## config.mk

```make
export PLATFORM = sky130hd
export DESIGN_NAME = serial_adder
export DESIGN_NICKNAME = d
export VERILOG_FILES = /design/src/rtl/serial_adder_pkg.sv /design/src/rtl/full_adder.sv /design/src/rtl/half_adder.sv /design/src/rtl/serial_adder.sv
export SDC_FILE = /design/constraint.sdc
export NUM_CORES = 1
export LEC_CHECK = 0
export BUFFER_PORTS_ARGS = -buffer_cell sky130_fd_sc_hd__buf_4
export CAP_MARGIN = 25
export CORE_ASPECT_RATIO = 0.6
export CORE_MARGIN = 4
export CORE_UTILIZATION = 51
export CTS_BUF_LIST = sky130_fd_sc_hd__clkbuf_8
export DETAILED_ROUTE_END_ITERATION = 16
export PLACE_DENSITY = 0.84
export SLEW_MARGIN = 20
export SYNTH_ARGS = -nofsm -noshare
export SYNTH_HDL_FRONTEND = slang
export SYNTH_SLANG_ARGS = --single-unit
```

## constraint.sdc

```tcl
create_clock -name clk -period 1.5 [get_ports clk]
set_input_delay 0.45 -clock clk [delete_from_list [all_inputs] [get_ports clk]]
set_output_delay 0.45 -clock clk [all_outputs]
set_load 0.01 [all_outputs]
```

## src/rtl/serial_adder_pkg.sv

```systemverilog
// ============================================================================
// Module   : serial_adder_pkg
// Purpose  : Shared serial-arithmetic types (FSM state encodings).
// Revision : 1.0
// ============================================================================
`default_nettype none

package serial_adder_pkg;

    typedef enum logic [1:0] {
        ST_IDLE  = 2'd0,
        ST_SHIFT = 2'd1,
        ST_DONE  = 2'd2
    } state_t;

endpackage : serial_adder_pkg

`default_nettype wire

```

## src/rtl/full_adder.sv

```systemverilog
// ============================================================================
// Module   : full_adder
// Purpose  : One-bit full adder from two half adders and an OR for the carry.
// Revision : 1.0
// ============================================================================
`default_nettype none

module full_adder (
    input  logic i_a,
    input  logic i_b,
    input  logic i_cin,
    output logic o_sum,
    output logic o_cout
);

    logic w_s0;
    logic w_c0;
    logic w_c1;

    half_adder u_ha0 (
        .i_a     (i_a),
        .i_b     (i_b),
        .o_sum   (w_s0),
        .o_carry (w_c0)
    );

    half_adder u_ha1 (
        .i_a     (w_s0),
        .i_b     (i_cin),
        .o_sum   (o_sum),
        .o_carry (w_c1)
    );

    assign o_cout = w_c0 | w_c1;

endmodule : full_adder

`default_nettype wire

```

## src/rtl/half_adder.sv

```systemverilog
// ============================================================================
// Module   : half_adder
// Purpose  : One-bit half adder.
// Revision : 1.0
// ============================================================================
`default_nettype none

module half_adder (
    input  logic i_a,
    input  logic i_b,
    output logic o_sum,
    output logic o_carry
);

    assign o_sum   = i_a ^ i_b;
    assign o_carry = i_a & i_b;

endmodule : half_adder

`default_nettype wire

```

## src/rtl/serial_adder.sv

```systemverilog
// ============================================================================
// Module   : serial_adder
// Purpose  : Bit-serial WIDTH-bit adder, one bit per cycle, LSB first.
// Revision : 1.0
// ============================================================================
`default_nettype none

module serial_adder
    import serial_adder_pkg::*;
#(
    parameter int WIDTH = 8
) (
    input  logic             clk,
    input  logic             rst,
    input  logic             start,
    input  logic [WIDTH-1:0] a,
    input  logic [WIDTH-1:0] b,
    output logic             busy,
    output logic             done,
    output logic [WIDTH-1:0] sum,
    output logic             cout
);

    localparam int                   C_CNT_W = $clog2(WIDTH);
    localparam logic [C_CNT_W-1:0]   C_LAST  = C_CNT_W'(WIDTH - 1);

    state_t               r_state;
    state_t               w_state_next;
    logic [WIDTH-1:0]     r_op_a;
    logic [WIDTH-1:0]     r_op_b;
    logic [WIDTH-1:0]     r_sum;
    logic                 r_carry;
    logic [C_CNT_W-1:0]   r_cnt;
    logic                 w_sum_bit;
    logic                 w_carry;

    full_adder u_fa (
        .i_a    (r_op_a[0]),
        .i_b    (r_op_b[0]),
        .i_cin  (r_carry),
        .o_sum  (w_sum_bit),
        .o_cout (w_carry)
    );

    always_ff @(posedge clk or posedge rst) begin
        if (rst) begin
            r_state <= ST_IDLE;
        end else begin
            r_state <= w_state_next;
        end
    end

    always_comb begin
        w_state_next = r_state;
        busy         = 1'b0;
        done         = 1'b0;
        case (r_state)
            ST_IDLE: begin
                if (start) begin
                    w_state_next = ST_SHIFT;
                end
            end
            ST_SHIFT: begin
                busy = 1'b1;
                if (r_cnt == C_LAST) begin
                    w_state_next = ST_DONE;
                end
            end
            ST_DONE: begin
                busy         = 1'b1;
                done         = 1'b1;
                w_state_next = ST_IDLE;
            end
            default: begin
                w_state_next = ST_IDLE;
            end
        endcase
    end

    // Datapath: the sum register doubles as the result, filled from the MSB end.
    always_ff @(posedge clk or posedge rst) begin
        if (rst) begin
            r_op_a  <= '0;
            r_op_b  <= '0;
            r_sum   <= '0;
            r_carry <= 1'b0;
            r_cnt   <= '0;
        end else begin
            case (r_state)
                ST_IDLE: begin
                    if (start) begin
                        r_op_a  <= a;
                        r_op_b  <= b;
                        r_sum   <= '0;
                        r_carry <= 1'b0;
                        r_cnt   <= '0;
                    end
                end
                ST_SHIFT: begin
                    r_sum   <= {w_sum_bit, r_sum[WIDTH-1:1]};
                    r_carry <= w_carry;
                    r_op_a  <= r_op_a >> 1;
                    r_op_b  <= r_op_b >> 1;
                    // Hold at the last index so the counter never wraps.
                    if (r_cnt != C_LAST) begin
                        r_cnt <= r_cnt + C_CNT_W'(1);
                    end
                end
                default: begin
                end
            endcase
        end
    end

    assign sum  = r_sum;
    assign cout = r_carry;

endmodule : serial_adder

`default_nettype wire

```

==> results of run 1 <==
[synth_stat cells (all sizes together) (2+ instances only)]
cell and number:
buf 8, dfrtp 30, mux2i 17, nand2 33, o21ai 22, nor2 3, nor2b 2, a21oi 2
inv 6, ha 7, a32o 2, mux2 2
[sequential cells by signal (all words and copies together) (netlist names)]
signal   count
sum          8
cout         1
r_cnt        3
r_op_b       8
r_state      2
r_op_a       8
[how the worst min path moves through the flow]
stage | to | start | slack, ns | depth (start not counted)
after floorplan | r_op_a[7] | r_op_a[7] | 0.45 | 2
after global placement | r_op_a[7] | r_op_a[7] | 0.46 | 2
after detailed placement | r_op_a[7] | r_op_a[7] | 0.47 | 2
after CTS | r_op_a[3] | rst | 0.26 | 3
after global routing | r_op_a[4] | rst | 0.30 | 3
final | sum[0] | rst | 0.25 | 3
[critical path, stage by stage, from the launching register on]
cell and delay (ns):
dfrtp_1 0.37, inv_2 0.08, buf_4 0.15, ha_4 0.19
mux2i_4 0.25, buf_12 0.17, buf_12 0.12, nand2_1 0.07
o21ai_1 0.11
[report_power, final]
group / internal (uW) / switching (uW)
registers: 1130 / 234
clock network: 482 / 289
logic: 1380 / 1210
total: 2990 / 1730
[layout make-up]
cell class                      count  area (sq um)
Multi-Input combinational cell     95           774
Sequential cell                    30           751
Fill cell                         192           692
Timing Repair Buffer               49           473
Clock buffer                        5          68.8
Tap cell                           42          52.6
Clock inverter                      3          37.5
Inverter                            6          22.5
[stage by stage]
stage	util [%]	total power [uW]
finish	75.9	4730
global route	75.9	5010
CTS	69.3	4090
detailed placement	64.1	3210
global placement	64.1	3100
floorplan	-	2700
[cell families (layout without fill, tap and decap cells)]
logic type | count (synthesis) | after routing | synth area share (%)
DFF | 30 | 30 | 49.3
buffers and inverters | 15 | 63 | 6.40
AOI/OAI and AO/OA | 27 | 27 | 12.7
and+or+nand+nor | 41 | 41 | 11.7
adders and majority gates | 8 | 8 | 7.06
muxes | 19 | 19 | 12.9
[timing repair]
action,in CTS,in global routing
cloned,0,4
buffers inserted,2,4
gates resized for setup,6,24
pin swaps,0,2
setup endpoints to repair,27,31
[routing by layer]
metal  routed length [um]  part of all wire [%]  up-vias
li1                     -                     -      563
met5                    0                     0        -
met2                 1950                    51       37
met3                  221                   5.8        7
met1                 1570                    41      604
met4                   57                   1.5        0
==> flow_summary.toml, run 1 <==
[die]
die_x_um = 78.6
dieArea_sq_um = 3960
fp.dieH_um = 50.3
pin_count = 30
start_util_pct = 53.1
fp-row-count = 15
coreArea_sq_um = 2870

[synth]
synth_top_cells_by_area = "dfrtp_1 49%, mux2i_1 11%, nand2_1 8.1%"
synth_seq_cells = 30
synth_top_area_share_pct = 49.3
synthDistinctLibCells = 25
yosysWarnings = 0
async_flop_share_pct = 100
synthFlopType = "dfrtp_1"
synth_area_sq_um = 1520
synth_edf_count = 0
synth.avg_cell_area_sq_um = 10.9
ys_seq_area_share_pct = 49.3
yosysTopAreaCell = "dfrtp_1"
synth_nets = 167
synth_cells = 140

[place]
post-place-ws_ns = -0.0415
place_inst = 212
gp_congestion = 0.783
placed_area_sq_um = 1840
dp_hpwl_mm = 2.13
io_buffers = 29

[drt]
wl_mm = 3.80
firstDrtPassIters = 6
avgRoutedWirePerCell_um = 16.5
antenna_left = 0
drc = 0
via_count = 1211
first_iter_violations = 87
routed_via_density = 5.27

[sta]
slew_headroom_pct = 74.2
maxSlewViolCount = 0
worst_pin_slew_ns = 0.387
hold_viol = 0
rsz0062_at_grt = "true"
whs_ns = 0.251
timing.final.ws_setup_ns = -0.100
finalSetupViolations = 20
fin_crit_sh_pct = 107
final.setup.tns_ns = -0.834
max_freq_ghz = 0.625
period_minus_slack_ns = 1.60
clock_skew_ns = 0.00416

[clock_tree]
clk_pin_slew_ns = 0.06
cts_max_path_buffers = 2
clkLatencyLatePin_ns = 0.28
cts_buffers = 5
cts-hold-fix-buffers = 0
cts.sinks = 30
cts_root_buf = "clkbuf_8"
h-tree-depth = 2
cts_tree = "yes"

[run_status]
status = "complete, but fails checks"
violations = "setup timing"

[flow_run]
cap_violations = 0

[worst_setup_path]
reg2reg_depth = 8
arrival_ns = 1.79
crit_type = "flip-flop to flip-flop"
crit_end = "r_op_a[0]"
r2r_slack_ns = -0.10
r2r_end = "r_op_a[0]"
worstReg2RegStart = "r_state[1]"
crit_path_start = "r_state[1]"
endpoint_kind = "flip-flop"
required_ns = 1.69
crit_fanout = 8
critPathLaunchType = "flip-flop"

[global_routing]
grt.busiest_layer = "met2"
grt_pass1_wl_mm = 5.33
track_usage_pct = 17.8
grt-ovfl-total = 0
grtUsageMet1_pct = 21.3
grt_max_degree = 32
met3_usage_pct = 6.63
met2_usage_pct = 30.6
antenna_found_initial = 0
grt_pass1_vias = 1149

[finish]
final_common_cell = "buf_4"
areaGrowthSynthToFinish_pct = 43.0
finish.instance_area_sq_um = 2180
diodes = 0
final_nets = 214
mostFrequentLayoutCells = "35 x buf_4, 30 x dfrtp_1, 29 x nand2_1"
stdcell_count = 230
drive_above_1_share_pct = 45.2

[power]
vdd.ir_drop.worst_uv = 1280
static-leakage-power_uw = 0.00104
powerDensity_nw_per_um2 = 2170

[min_path]
min_path_type = "input pin to async pin"
Note: power is estimated with default switching activity, not from simulation.
==> inputs of run 2 (changes only) <==
RECOVER_POWER = 25   (was unset)
==> run 2 against run 1 <==
  * The run still ends with setup timing left
  * Clock skew up 0.00079 ns
  * Register-to-register slack about the same
  * Non-clock buffer count unchanged
  * Via count decreased by 0.91%
  * Critical path depth unchanged
  * Maximum frequency grew 0.62%
  * Sequential share of layout area about the same
  * Power about the same
  * Clock power hardly changed
  * Worst hold slack improved by 0.14 ns
  * Design area fell by 0.11%
  * Flip-flop and latch count stayed put
==> flow_summary.toml, run 2 (same netlist as run 1, synthesis figures left out) <==
[run_status]
status = "complete, but fails checks"
violations = "setup timing"

[drt]
antenna_left = 0
avgRoutedWirePerCell_um = 16.5
via_count = 1200
routed_via_density = 5.22
first_iter_violations = 87
drc = 0
wl_mm = 3.79
firstDrtPassIters = 6

[sta]
whs_ns = 0.391
clock_skew_ns = 0.00495
fin_crit_sh_pct = 106
period_minus_slack_ns = 1.59
worst_pin_slew_ns = 0.763
max_freq_ghz = 0.629
final.setup.tns_ns = -0.688
hold_viol = 0
maxSlewViolCount = 0
slew_headroom_pct = 49.1
finalSetupViolations = 19
timing.final.ws_setup_ns = -0.0903
rsz0062_at_grt = "true"

[global_routing]
grt_max_degree = 32
grt-ovfl-total = 0
grt_pass1_wl_mm = 5.33
grt_pass1_vias = 1149
antenna_found_initial = 0
track_usage_pct = 17.8

[worst_setup_path]
crit_fanout = 8
r2r_slack_ns = -0.09
max_stage_delay_ns = 0.37
crit_top_cell = "buf_12"
crit_type = "flip-flop to flip-flop"
required_ns = 1.69
critPathLaunchType = "flip-flop"
arrival_ns = 1.78
endpoint_kind = "flip-flop"
worstPathCellList = "inv_2 > buf_4 > ha_4 > mux2i_4 > buf_12 > buf_12 > nand2_1 > o21ai_1"
cpMaxStageDelayCell = "dfrtp_1"

[finish]
areaGrowthSynthToFinish_pct = 42.9
diodes = 0
drive_above_1_share_pct = 45.2
final_nets = 214
finish.utilization_pct = 75.8
fill_cells = 193
final_common_cell = "buf_4"
mostFrequentLayoutCells = "33 x buf_4, 30 x dfrtp_1, 29 x nand2_1"

[clock_tree]
clkLatencyLatePin_ns = 0.28
cts_buffers = 5
h-tree-depth = 2
cts_tree = "yes"
cts_max_path_buffers = 2
cts_root_buf = "clkbuf_8"
cts.sinks = 30
clk_pin_slew_ns = 0.06

[power]
static-leakage-power_uw = 0.00104
vdd.ir_drop.worst_uv = 1270
powerDensity_nw_per_um2 = 2170

[die]
fp.dieH_um = 50.3
coreArea_sq_um = 2870
fp-row-count = 15
dieArea_sq_um = 3960
pin_count = 30
start_util_pct = 53.1
die_x_um = 78.6

[min_path]
min_path_type = "input pin to async pin"

[place]
gp_congestion = 0.783
dp_hpwl_mm = 2.13
io_buffers = 29

[flow_run]
cap_violations = 0
-- run 2: changes by cell type in the layout (fill, tap and decap cells not counted) --
| cell | before | now |
|---|---|---|
| clkbuf_2 | 0 | 1 |
| clkbuf_4 | 0 | 1 |
| buf_4 | 35 | 33 |
-- run 2: critical path, delay by kind of cell (launching register included) --
kind / cells / cell delay, ns
AND/OR/NAND/NOR: 1 / 0.07
buffers and inverters: 4 / 0.52
AO/OA/AOI/OAI: 1 / 0.11
flip-flops: 1 / 0.37
multiplexers: 1 / 0.24
adder cells (fa/ha/maj): 1 / 0.19
-- run 2: repair_timing --
item / in CTS / in global routing
setup buffers: 2 / 4
hold buffers: 0 / 0
pin swaps: 0 / 2
gates cloned: 0 / 4
resized for setup: 6 / 24
endpoints found under the setup margin: 27 / 31
-- run 2: where the power goes --
group	leakage (uW)	internal [uW]	switching, uW	total (uW)
sequential	0.000389	1130	234	1370
combinational	0.000590	1380	1210	2590
clock	0.0000607	482	288	770
total	0.00104	2990	1730	4730
-- run 2: worst paths after layout --
check	depth (start not counted)	start	to
max	8	r_state[1]	r_op_a[0]
min	3	rst	r_op_a[4]
min reg2reg	2	sum[0]	sum[0]
min in group clk	3	a[7]	r_op_a[7]
max reg2reg	8	r_state[1]	r_op_a[0]
max in group asynchronous	3	rst	r_op_b[1]
-- run 2: cell type report --
type	instances	area (sq um)	share of cell area, %
inverter	6	22.5	1.03
timing repair buffer	49	470	21.6
sequential	30	751	34.5
tap	42	52.6	2.41
clock buffer	5	68.8	3.16
clock inverter	3	37.5	1.72
multi-input combinational	95	774	35.6
-- run 2: stage by stage --
stage	power, uW	worst slack, ns	cell area, sq um	std cells
final	4730	-0.0903	2180	230
after global routing	5010	-0.194	2180	230
after CTS	4090	-0.0507	1990	222
after detailed placement	3210	-0.0415	1840	212
after global placement	3100	0.0407	1840	212
after floorplan	2700	0.00803	1550	140
-- run 2: routing by layer --
metal	global-route usage (%)	share of wire, %	vias up
met5	0	0	-
met4	4.36	0.92	0
met3	6.63	5.9	5
met2	30.6	52	35
met1	21.3	41	600
li1	-	-	560
